**src/rtl/input_debounce.sv**
```systemverilog
// input_debounce: synchronise, debounce and edge-detect WIDTH raw board inputs
//   clk, rst            clock, asynchronous active-high reset
//   sw_in               raw asynchronous inputs
//   sw_level            debounced levels
//   sw_rise, sw_fall    one-clk pulses on debounced 0->1 / 1->0
//   evt_valid/mask/level/ovf, evt_ready
//                       change-event register with valid/ready accept,
//                       built only when DEBOUNCE_EVENT_EN is defined (else driven 0)
module input_debounce #(
  parameter int WIDTH = 8,
  parameter int SYNC_STAGES = 2,
  parameter int TICK_DIV = 50000,
  parameter int DB_TICKS = 10,
  parameter logic [WIDTH-1:0] RESET_LEVEL = '0
) (
  input  logic clk,
  input  logic rst,
  input  logic [WIDTH-1:0] sw_in,
  output logic [WIDTH-1:0] sw_level,
  output logic [WIDTH-1:0] sw_rise,
  output logic [WIDTH-1:0] sw_fall,
  output logic evt_valid,
  output logic [WIDTH-1:0] evt_mask,
  output logic [WIDTH-1:0] evt_level,
  output logic evt_ovf,
  input  logic evt_ready
);
  localparam int PW = TICK_DIV > 1 ? $clog2(TICK_DIV) : 1;
  localparam int CW = $clog2(DB_TICKS + 1);
  localparam logic [PW-1:0] PMAX = PW'(TICK_DIV - 1);
  localparam logic [CW-1:0] CMAX = CW'(DB_TICKS - 1);
  logic [SYNC_STAGES-1:0][WIDTH-1:0] sync;
  logic [PW-1:0] pcnt;
  logic [CW-1:0] cnt [WIDTH];
  logic [WIDTH-1:0] s;
  logic tick;
  assign s = sync[SYNC_STAGES-1];
  assign tick = pcnt == PMAX;
  always_ff @(posedge clk or posedge rst)
    if (rst) begin
      sync <= {SYNC_STAGES{RESET_LEVEL}};
      pcnt <= '0;
    end else begin
      sync <= {sync[SYNC_STAGES-2:0], sw_in};
      pcnt <= tick ? '0 : pcnt + 1'b1;
    end
  // A bit's counter only advances on ticks while it disagrees with the accepted
  // level; any agreement restarts qualification from zero.
  always_ff @(posedge clk or posedge rst)
    if (rst) begin
      sw_level <= RESET_LEVEL;
      sw_rise <= '0;
      sw_fall <= '0;
      for (int i = 0; i < WIDTH; i++) cnt[i] <= '0;
    end else begin
      for (int i = 0; i < WIDTH; i++) begin
        sw_rise[i] <= 1'b0;
        sw_fall[i] <= 1'b0;
        if (s[i] == sw_level[i]) cnt[i] <= '0;
        else if (tick && cnt[i] == CMAX) begin
          cnt[i] <= '0;
          sw_level[i] <= s[i];
          sw_rise[i] <= s[i];
          sw_fall[i] <= !s[i];
        end else if (tick) cnt[i] <= cnt[i] + 1'b1;
      end
    end
`ifdef DEBOUNCE_EVENT_EN
  typedef enum logic {IDLE, PEND} state_t;
  state_t state;
  logic [WIDTH-1:0] chg;
  assign chg = sw_rise | sw_fall;
  assign evt_valid = state == PEND;
  // Pulses and sw_level update together, so sw_level already holds the new value
  // in the clk where chg is seen.
  always_ff @(posedge clk or posedge rst)
    if (rst) begin
      state <= IDLE;
      evt_mask <= '0;
      evt_level <= '0;
      evt_ovf <= 1'b0;
    end else if (state == IDLE) begin
      if (|chg) begin
        state <= PEND;
        evt_mask <= chg;
        evt_level <= sw_level;
        evt_ovf <= 1'b0;
      end
    end else if (evt_ready) begin
      evt_mask <= chg;
      evt_ovf <= 1'b0;
      if (|chg) evt_level <= sw_level;
      else state <= IDLE;
    end else if (|chg) begin
      evt_mask <= evt_mask | chg;
      evt_level <= sw_level;
      evt_ovf <= evt_ovf | |(evt_mask & chg);
    end
`else
  logic unused_ready;
  assign unused_ready = evt_ready;
  assign evt_valid = 1'b0;
  assign evt_mask = '0;
  assign evt_level = '0;
  assign evt_ovf = 1'b0;
`endif
endmodule

```
**config.mk**
```make
export PLATFORM = sky130hd
export DESIGN_NAME = input_debounce
export DESIGN_NICKNAME = d
export VERILOG_FILES = /design/src/rtl/input_debounce.sv
export SDC_FILE = /design/constraint.sdc
export NUM_CORES = 1
export LEC_CHECK = 0
export BUFFER_PORTS_ARGS = -buffer_cell sky130_fd_sc_hd__buf_4
export CORE_AREA = 2 2 124 102
export CTS_CLUSTER_SIZE = 28
export DETAILED_ROUTE_END_ITERATION = 8
export DIE_AREA = 0 0 126 104
export PLACE_DENSITY = 0.53
export SLEW_MARGIN = 20
export SYNTH_ARGS = -nofsm -noshare
export SYNTH_HDL_FRONTEND = slang
export SYNTH_SLANG_ARGS = --single-unit
```
**constraint.sdc**
```tcl
create_clock -name clk -period 2.75 [get_ports clk]
set_input_delay 0.6875 -clock clk [delete_from_list [all_inputs] [get_ports clk]]
set_output_delay 0.6875 -clock clk [all_outputs]
set_load 0.01 [all_outputs]
```
==> qor.csv <==
metric,value,unit
status,finished clean,
vias_per_cell,4.79,
wirelength_met1,3.43,mm
synth_cell_type_count,39,
top_layer_used,met4,
port_buffers,33,
timing.setup.tns,0,ns
timing.rr.start,pcnt[11]$_DFF_PP0_,
postPlaceCellArea,0.00444,sq mm
grt_pass1_vias,2658,
syn_area,0.00407,sq mm
syn_to_final_growth,17.0,%
syn_avg_cell_area,10.9,sq um
diodes,0,
num-nets-final,440,
worst-path-buf-inv,1,
synthArstFlopShare,1.00,
required,3.00,ns
drv_cap,0,
die_x,126,microns
cpMaxStageDelayCell,dfrtp_1,
dp_hpwl,4.56,mm
worst_ep_arrival_time,2.52,ns
worstPathCellList,nor4b_4 -> nand4_4 -> buf_4 -> or3_1 -> a21oi_1,
grt_overflow,0,
first_iter_violations,137,
yosysTopAreaCellShare,0.541,
grt_max_degree,89,
synth_edf_count,0,
cp-start-kind,flop,
hold_violations,0,
post_drt_wl_per_cell,12.5,microns
htree_levels,3,
finalCriticalPeriod,2.26,ns
max_stage_delay,0.48,ns
path_clk_slew,0.06,ns
startpoint,pcnt[11]$_DFF_PP0_,
first_pass_iters,5,
cts_hold_buf,0,
grtUsageTotal,0.116,
r2r_slack,0.49,ns
cts_tree,done,
grt_setup_unrepaired,false,
finClkSkew,0.00498,ns
critPathCaptureType,flop,
ys_seq_elements,88,
yosysTopAreaCell,dfrtp_1,
core_area,0.0119,sq mm
cts.sink_count,88,
yosysSeqAreaShare,0.541,
final_max_slew_viol_count,0,
met2WireLength,3.22,mm
antenna_left,0,
post-route-cell-area,0.00476,sq mm
finalCritPeriodShare,0.823,
gp_congestion,0.770,
grt_pass1_wl,12.3,mm
clock_latency,0.34,ns
yosysWarnings,0,
antenna_found_initial,0,
route.met3.wl,324,microns
drc,0,
worst-path-stages,5,
setup.worst_path.end,cnt[25]$_DFFE_PP0P_,
path_delay_family,simple AND/OR/NAND/NOR gates,
p_leak,0.00212,uW
synth_cells,372,
initial_utilization,0.342,
boundaryPins,53,
cts_resized,0,
cts_buffer_depth,2,
max_freq,442,MHz
postCtsSetupRepairBufs,0,
reg2reg_depth,5,
setup_violations,0,
vias,2723,
ys.flop_type,dfrtp_1,
synth_area_leaders,"dfrtp_1 (54%), ha_1 (5.2%), a21oi_1 (3.4%)",
powerDensity,558,mW/mm^2
cts-root-buf,clkbuf_16,
vdd_drop_max,0.304,mV
die_h,104,microns
cts_buffers,9,
drive_above_1_share,0.170,
crit_path_max_fanout,38,
critPathKind,reg -> reg,
routed_wl,7.11,mm
r2r-end,cnt[25]$_DFFE_PP0P_,
hp-class,reg -> reg,
die_area,0.0131,sq mm
num_rows,36,
-- flip-flops by register name (all words and copies together) (netlist names) --
name and count:
cnt 32, pcnt 16, s 8, sw_fall 8
sw_level 8, sw_rise 8, sync 8
-- area by class of cell --
cell class / count / area [sq um]
multi-input cells: 255 / 1670
repair buffers: 39 / 305
fillers: 1141 / 7130
clock buffers: 14 / 284
clock inverters: 2 / 35.0
flip-flops and latches: 88 / 2200
well taps: 152 / 190
inverters: 19 / 75.1
-- worst register-to-register path: stages, from the launching register on --
cell and delay [ns]:
dfrtp_1 0.48, nor4b_4 0.39, nand4_4 0.45, buf_4 0.36, or3_1 0.35, a21oi_1 0.16
-- cell families (layout without fill, tap and decap cells) --
group                      after synthesis  count (layout)  synth area share
other                                    1              18          0.000921
AOI/OAI and AO/OA                       55              55            0.0802
and+or+nand+nor                        136             136             0.193
muxes                                   10              10            0.0277
buffers and inverters                   46              74            0.0639
DFF                                     88              88             0.541
adders and majority gates               17              17            0.0523
xor gates and xnor gates                19              19            0.0409
-- cells in the mapped netlist (3+ instances only) --
cell      instances
ha_1             17
clkbuf_1          3
xor2_1            5
buf_2             4
a311oi_1          3
xnor2_1          14
a21oi_1          28
a21boi_0          3
mux2_2            9
o21ai_0          10
dfrtp_1          88
nor2_1           21
a21o_1            3
inv_1            19
a41oi_1           3
nor3b_1          16
nor3_1            4
nand4_1           5
buf_4            18
or3_1            19
nand2_1          36
or4_1             5
a31o_2            3
nand3_1          13
-- metrics by stage --
stage	power [uW]	setup slack, ns	utilization	hold WS [ns]	cells
2_1_floorplan	1400	0.946	-	0.331	389
3_3_place_gp	1400	0.529	0.374	0.331	553
3_5_place_dp	1400	0.466	0.374	0.335	553
4_1_cts	2710	0.450	0.401	0.350	569
5_1_grt	2770	0.249	0.401	0.367	569
6_report	2660	0.485	0.401	0.346	569
-- report_power, final --
group	switching, uW	internal [uW]
clock	479	802
combinational	45.4	16.8
sequential	7.80	1310
total	532	2130
-- cells in the final DEF, fill, tap and decap left out, drive strengths merged, types with 3 or more instances in the layout --
cell type / n
a31o: 3
nand4: 6
a41oi: 3
mux2: 10
a311oi: 3
or4: 5
dfrtp: 88
buf: 39
nand2: 36
xnor2: 14
nor2: 21
nand3: 13
a21boi: 3
ha: 17
a21oi: 28
conb: 18
or3: 19
inv: 18
xor2: 5
a21o: 3
nor3: 4
o21ai: 10
nor3b: 16
clkbuf: 14
-- worst min-delay path by stage --
stage / start / to / cells past startpoint
after floorplan: sync[0]$_DFF_PP0_ / s[0]$_DFF_PP0_ / 0
after global placement: sync[1]$_DFF_PP0_ / s[1]$_DFF_PP0_ / 0
after detailed placement: sync[4]$_DFF_PP0_ / s[4]$_DFF_PP0_ / 0
after CTS: sync[1]$_DFF_PP0_ / s[1]$_DFF_PP0_ / 0
after global routing: sync[2]$_DFF_PP0_ / s[2]$_DFF_PP0_ / 0
final: sync[1]$_DFF_PP0_ / s[1]$_DFF_PP0_ / 0
-- per-layer routing --
metal	vias to the layer above	track usage
met4	0	0.0487
met1	1313	0.153
met5	-	0
li1	1338	-
met3	14	0.0381
met2	58	0.175
No activity file was read; power rests on OpenSTA's default activity.
